## config.mk

```make
export PLATFORM = sky130hd
export DESIGN_NAME = wb_queue
export DESIGN_NICKNAME = d
export VERILOG_FILES = /design/src/rtl/wb_queue.sv
export SDC_FILE = /design/constraint.sdc
export NUM_CORES = 1
export LEC_CHECK = 0
export CORE_ASPECT_RATIO = 1.75
export CORE_MARGIN = 5
export CORE_UTILIZATION = 60
export CTS_CLUSTER_DIAMETER = 30
export DETAILED_ROUTE_END_ITERATION = 7
export PLACE_DENSITY = 0.79
export SYNTH_ARGS = -nofsm -noshare
export SYNTH_HDL_FRONTEND = slang
export SYNTH_SLANG_ARGS = --single-unit
export TNS_END_PERCENT = 50
```

## constraint.sdc

```tcl
create_clock -name clk -period 13.18 [get_ports clk]
set_input_delay 3.954 -clock clk [delete_from_list [all_inputs] [get_ports clk]]
set_output_delay 3.954 -clock clk [all_outputs]
set_load 0.01 [all_outputs]
```

## src/rtl/wb_queue.sv

```systemverilog
// rtl/wb_queue.sv - 2-wide in-order write-back queue driving regfile write ports 0/1
// Optional feature macro: WBQ_PERF_EN (adds perf_bp backpressure cycle counter)
module wb_queue #(
  parameter int DEPTH = 8,
  parameter int AW    = 6,
  parameter int DW    = 64,
  parameter int CW    = $clog2(DEPTH) + 1
) (
  input  logic          clk,
  input  logic          rst,
  input  logic          flush,
  input  logic          stall,
  input  logic          in0_valid,
  output logic          in0_ready,
  input  logic [AW-1:0] in0_waddr,
  input  logic [DW-1:0] in0_wdata,
  input  logic          in1_valid,
  output logic          in1_ready,
  input  logic [AW-1:0] in1_waddr,
  input  logic [DW-1:0] in1_wdata,
  output logic          we0,
  output logic [AW-1:0] waddr0,
  output logic [DW-1:0] wdata0,
  output logic          we1,
  output logic [AW-1:0] waddr1,
  output logic [DW-1:0] wdata1,
  output logic [CW-1:0] count,
`ifdef WBQ_PERF_EN
  output logic          empty,
  output logic [31:0]   perf_bp
`else
  output logic          empty
`endif
);

  localparam int PW = $clog2(DEPTH);

  logic [AW-1:0] addr_mem [DEPTH];
  logic [DW-1:0] data_mem [DEPTH];

  logic [PW-1:0] rd_ptr;
  logic [PW-1:0] wr_ptr;
  logic [PW-1:0] rd_ptr1;
  logic [PW-1:0] wr_ptr1;
  logic [CW-1:0] free;
  logic [CW-1:0] pop;
  logic [CW-1:0] stored;
  logic          st0;
  logic          st1;

  assign rd_ptr1 = rd_ptr + PW'(1);
  assign wr_ptr1 = wr_ptr + PW'(1);

  // Readiness looks only at the current occupancy; pops in this cycle give no credit.
  assign free      = CW'(DEPTH) - count;
  assign in0_ready = !flush && (free >= CW'(1));
  assign in1_ready = !flush && (free >= (in0_valid ? CW'(2) : CW'(1)));

  // Address 0 handshakes complete but are dropped.
  assign st0    = in0_valid && in0_ready && (in0_waddr != '0);
  assign st1    = in1_valid && in1_ready && (in1_waddr != '0);
  assign stored = CW'(st0) + CW'(st1);

  always_comb begin
    pop = '0;
    if (!(stall || flush)) begin
      pop = (count >= CW'(2)) ? CW'(2) : count;
    end
  end

  assign we0   = (pop != '0);
  assign we1   = (pop == CW'(2));
  assign empty = (count == '0);

  // Disabled ports present zeros: the regfile bypass compares waddr without we.
  assign waddr0 = we0 ? addr_mem[rd_ptr]  : '0;
  assign wdata0 = we0 ? data_mem[rd_ptr]  : '0;
  assign waddr1 = we1 ? addr_mem[rd_ptr1] : '0;
  assign wdata1 = we1 ? data_mem[rd_ptr1] : '0;

  always_ff @(posedge clk) begin
    if (st0) begin
      addr_mem[wr_ptr] <= in0_waddr;
      data_mem[wr_ptr] <= in0_wdata;
    end
    if (st1) begin
      addr_mem[st0 ? wr_ptr1 : wr_ptr] <= in1_waddr;
      data_mem[st0 ? wr_ptr1 : wr_ptr] <= in1_wdata;
    end
  end

  always_ff @(posedge clk or posedge rst) begin
    if (rst) begin
      rd_ptr <= '0;
      wr_ptr <= '0;
      count  <= '0;
    end else if (flush) begin
      rd_ptr <= '0;
      wr_ptr <= '0;
      count  <= '0;
    end else begin
      rd_ptr <= rd_ptr + PW'(pop);
      wr_ptr <= wr_ptr + PW'(stored);
      count  <= count + stored - pop;
    end
  end

`ifdef WBQ_PERF_EN
  logic bp;
  assign bp = (in0_valid && !in0_ready) || (in1_valid && !in1_ready);

  // Saturating, survives flush; only reset clears it.
  always_ff @(posedge clk or posedge rst) begin
    if (rst) begin
      perf_bp <= '0;
    end else if (bp && (perf_bp != 32'hFFFF_FFFF)) begin
      perf_bp <= perf_bp + 32'd1;
    end
  end
`endif

endmodule

```

==> qor.yml, run 1 <==
status: "finished clean"
placementRows: 115
finalSetupTns_ns: 0
placed_cells: 2989
ys_seq_area_share_pct: 50.1
final_cell_mix: "560 x edfxtp_1, 356 x mux2_2, 294 x clkdlybuf4s50_1"
io_pins: 295
coreArea_um2: 56300
antenna_found_initial: 15
p_per_area_nw_per_um2: 169
synth_seq_cells: 570
vias: 21400
critPathMaxStageDelay_ns: 0.75
dpl.hpwl_mm: 56.2
synth-simple-area-share_pct: 3.21
gr-total-overflow: 0
start_util_pct: 60.6
drt-wirelength-per-cell_um: 30.9
path_class: "in -> out"
cp_max_fo: 72
ir_drop_mv: 0.134
postSynthAreaPerCell_um2: 16.6
syn2layout_area_growth_pct: 19.9
postCtsSetupRepairBufs: 0
path_cells: "clkdlybuf4s50_1 -> nor2_1 -> nand2_4 -> a21oi_1 -> clkdlybuf4s50_1"
fin_crit_sh_pct: 81.2
layout_min_cycle_time_ns: 10.70
slowest_stage: "clkdlybuf4s50_1"
synthFlopType: "edfxtp_1"
synth_xor_area_share_pct: 0.206
setup_viol: 0
nFillCells: 3513
grt_use_total_pct: 31.6
worstMarginPinSlew_ns: 1.18
synth_edf_count: 560
maxSlewHeadroom_pct: 21.5
p_leak_uw: 0.0134
grt_pass1_wl_mm: 146
synth_cell_types: 55
synthMuxAreaShare_pct: 40.6
end_kind: "output port"
drive_above_1_share_pct: 42.5
dieHeight_um: 325
async_flop_share_pct: 1.75
grt_setup_unrepaired: "no"
syn_nets: 2223
slew_violations: 0
synth_compound_area_share_pct: 2.11
cp_common_cell: "clkdlybuf4s50_1"
htree_num_levels: 3
drt_iter0_drc: 1869
cpLargestDelayFamily: "buffers and inverters"
crit_buf_inv: 2
gp_congestion: 0.853
synth_fa_ha_area_share_pct: 0.785
synth_top_family_by_area: "multiplexers"
hold_viol_final: 0
grt_pass1_vias: 23600
grt_max_degree: 149
drt-pass1-iter-count: 5
finClkSkew_ns: 0.0148
root_buffer: "clkbuf_16"
clockBufferDepth: 3
final_common_cell: "edfxtp_1"
max_clock_freq_mhz: 93.5
power.total_uw: 6910
insertion_delay_ns: 0.62
cts_tree: "built"
clk_pin_slew_worst_paths_ns: 0.05
fp.dieArea_um2: 61900
cts-resized-gates: 0
fin_nets: 2489
syn-cell-area_um2: 34100
antenna_left: 0
die_x_um: 190
cts_hold_buf: 0
port_buffers: 294
arrival_ns: 6.75
cp_data_required_time_ns: 9.23
cts.sinks: 570
drcViolationCount: 0
critPathLaunchType: "input pin"
numCtsBuffers: 93
post-route-util_pct: 72.7
fin_cells: 3176
drt_wl_total_mm: 98.1
synth_cells: 2058
drv_cap: 0
vias_per_cell: 6.73
min_path_type: "reg -> reg"
ys_warn_count: 0
[kinds of logic after synthesis]
| logic type | count (synthesis) |
|---|---|
| AO/OA/AOI/OAI | 107 |
| XOR/XNOR | 8 |
| AND/OR/NAND/NOR | 257 |
| multiplexers | 910 |
| adder cells (fa/ha/maj) | 19 |
| buffers and inverters | 187 |
| flip-flops | 570 |
[tightest hold or removal path, stage by stage (launching register included)]
cell	delay, ns
dfrtp_1	0.51
xor2_1	0.11
nor2_1	0.07
[synth_stat cells, types with 6 or more instances]
cell type  instances  share of area, %
nor2_1            79              0.87
buf_2             15              0.22
dfrtp_1           10              0.73
inv_1             18              0.20
nor2b_1            6              0.11
buf_6             35               1.2
nand2_1          145               1.6
ha_1              15              0.55
buf_1             33              0.36
edfxtp_1         560                49
mux2_1            66               2.2
mux4_2           280                18
a21oi_1           75               1.1
clkbuf_1          68              0.75
buf_4             17              0.37
mux2_2           356                12
mux2i_1           70               2.1
mux2_4           138               6.1
[where the power goes]
| part | switching [µW] | internal, µW |
|---|---|---|
| clock network | 932 | 1610 |
| registers | 121 | 2230 |
| logic | 1050 | 970 |
[path summary, 6_finish.rpt]
path | start | slack (ns) | end | cells after the start
worst max register to register | count[0] | 7.86 | data_mem[0][49] | 9
worst min-delay path | wr_ptr[2] | 0.73 | wr_ptr[2] | 2
worst min register to register | wr_ptr[2] | 0.73 | wr_ptr[2] | 2
worst max-delay path | flush | 2.48 | wdata1[29] | 5
max in group asynchronous | rst | 9.16 | rd_ptr[1] | 2
min in group asynchronous | rst | 3.72 | rd_ptr[2] | 2
[routing by layer]
metal	share of wire [%]	global-route usage (%)	vias to the layer above
li1	-	-	8903
met1	36	39.0	11100
met2	52	54.8	1127
met3	7.7	5.46	220
met4	3.7	14.0	4
met5	0.027	0	-
[flip-flops by register name, indices dropped and copies added (netlist names)]
register,flops
data_mem,512
addr_mem,48
count,4
rd_ptr,3
wr_ptr,3
[metrics by stage]
step	area, µm²	hold WS, ns	setup WS [ns]
3_5_place_dp	37600	0.706	2.54
3_3_place_gp	37600	0.692	2.67
5_1_grt	40900	0.785	2.30
2_1_floorplan	34100	0.609	2.74
6_report	40900	0.727	2.48
4_1_cts	40800	0.717	2.51
[layout make-up]
class                   instances  area [µm²]  area share, %
diodes                         14        35.0         0.0857
flip-flops and latches        570       17100           41.8
multi-input cells            1301       16200           39.6
inverters                      18        67.6          0.165
clock inverters                75         870           2.13
repair buffers                340        3300           8.07
well taps                     760         951           2.33
clock buffers                  98        2410           5.89
No activity file was read; power rests on OpenSTA's default activity.
==> run 2, diff against run 1 <==
CORE_UTILIZATION = 59   (was 60)
PLACE_DENSITY = 0.78   (was 0.79)
clock period = 9.89 ns   (was 13.18 ns; I/O delays follow)
==> run 2 against run 1 <==
  * Cell area shrank 0.65%
  * Wire length grew 0.71%
  * Clock power is 25% higher
  * Die area up 1.6%
  * Largest cell class unchanged
  * Largest power group unchanged
==> qor.yml, run 2 (same netlist as run 1, synthesis figures left out) <==
crit_start: "flush"
start_util_pct: 59.6
grt_pass1_vias: 23200
finalSetupTns_ns: 0
path_cells: "clkdlybuf4s50_1 -> nor2_1 -> nand2_4 -> buf_4 -> a21oi_1 -> clkdlybuf4s50_1"
vias: 21500
max_clock_freq_mhz: 114
grt_pass1_wl_mm: 147
drt_wl_total_mm: 98.8
path_class: "in -> out"
final_cell_mix: "560 x edfxtp_1, 356 x mux2_2, 294 x clkdlybuf4s50_1"
min_path_cells: 2
die_x_um: 192
fin_nets: 2479
min_path_type: "reg -> reg"
drive_above_1_share_pct: 41.8
slowest_stage: "clkdlybuf4s50_1"
drcViolationCount: 0
coreArea_um2: 57200
cp_common_cell: "clkdlybuf4s50_1"
placementRows: 116
root_buffer: "clkbuf_16"
worst-r2r-cell-count: 8
r2r_start: "count[0]"
setup_viol: 0
clockBufferDepth: 3
gr-total-overflow: 0
p_per_area_nw_per_um2: 222
cts_hold_buf: 0
numCtsBuffers: 84
port_buffers: 294
antenna_found_initial: 16
ir_drop_mv: 0.172
clk_pin_slew_worst_paths_ns: 0.06
cts_tree: "built"
drt_iter0_drc: 1925
r2r_end: "addr_mem[0][5]"
cp_data_required_time_ns: 6.92
critPathLaunchType: "input pin"
grt_setup_unrepaired: "no"
insertion_delay_ns: 0.63
cts-resized-gates: 0
final_common_cell: "edfxtp_1"
gp_congestion: 0.867
hold_viol_final: 0
arrival_ns: 5.84
postCtsSetupRepairBufs: 0
critPathMaxStageDelay_ns: 0.74
io_pins: 295
dieHeight_um: 328
worstMarginPinSlew_ns: 1.22
grt_use_total_pct: 31.5
largest_reg_flops: 512
syn2layout_area_growth_pct: 19.1
hold_ws_ns: 0.737
min_from: "wr_ptr[2]"
htree_num_levels: 3
antenna_left: 0
hold_path_end: "wr_ptr[2]"
status: "finished clean"
drt-wirelength-per-cell_um: 31.2
p_leak_uw: 0.0133
end_kind: "output port"
vias_per_cell: 6.78
drv_cap: 0
cts.sinks: 570
drt-pass1-iter-count: 8
fin_crit_sh_pct: 89.0
dpl.hpwl_mm: 57.3
maxSlewHeadroom_pct: 18.7
slew_violations: 0
layout_min_cycle_time_ns: 8.80
cp_max_fo: 52
fp.dieArea_um2: 62900
top_register: "data_mem"
rrSetupSlack_ns: 5.17
finClkSkew_ns: 0.0177
top_regs: "data_mem: 512 flops, addr_mem: 48 flops, count: 4 flops"
grt_max_degree: 133
[run 2: cell count changes in the layout (fill, tap and decap cells not counted), sizes merged]
cell,previous run,this run
bufinv,13,14
clkinvlp,13,11
clkinv,27,21
inv,40,32
clkbuf,98,96
buf,46,45
[run 2: where the power goes]
part / switching (µW) / leakage [µW] / total (µW) / internal, µW
clock: 1170 / 0.00143 / 3170 / 2000
sequential: 146 / 0.00520 / 3120 / 2970
combinational: 1430 / 0.00666 / 2720 / 1290
total: 2740 / 0.0133 / 9010 / 6260
[run 2: stage by stage]
stage / setup slack [ns] / cell area [µm²] / util [%] / power [µW] / std cells
after floorplan: 0.436 / 34100 / - / 4890 / 2058
after global placement: 1.25 / 37600 / 65.7 / 5810 / 2995
after detailed placement: 1.14 / 37600 / 65.7 / 5860 / 2995
after CTS: 1.10 / 40600 / 71.0 / 9030 / 3151
after global routing: 0.913 / 40600 / 71.0 / 9310 / 3163
final: 1.09 / 40600 / 71.0 / 9010 / 3165
[run 2: worst max-delay path by stage]
stage / cells after the start / slack [ns] / endpoint
final: 6 / 1.09 / wdata1[16]
after global routing: 6 / 0.91 / wdata1[20]
after CTS: 6 / 1.10 / wdata1[20]
after detailed placement: 6 / 1.14 / wdata1[20]
after global placement: 6 / 1.25 / wdata1[30]
after floorplan: 4 / 0.44 / addr_mem[4][0]
[run 2: cell type report]
cell class / instances / area (µm²)
diodes: 14 / 35.0
multi-input cells: 1301 / 16200
clock buffers: 96 / 2210
repair buffers: 339 / 3310
well taps: 767 / 960
fillers: 3745 / 16600
flip-flops and latches: 570 / 17100
clock inverters: 60 / 791
inverters: 18 / 67.6
[run 2: critical path: cells and delay by family]
kind	cells	cell delay, ns
AND/OR/NAND/NOR	2	0.93
buffers and inverters	3	1.74
AO/OA/AOI/OAI	1	0.18
[run 2: routing by layer]
layer	vias to the layer above	part of all wire (%)	track usage, %
met4	6	3.5	12.5
met5	-	0.042	0
met1	11300	36	40.1
met3	227	7.8	5.49
met2	1049	52	53.9
li1	8879	-	-
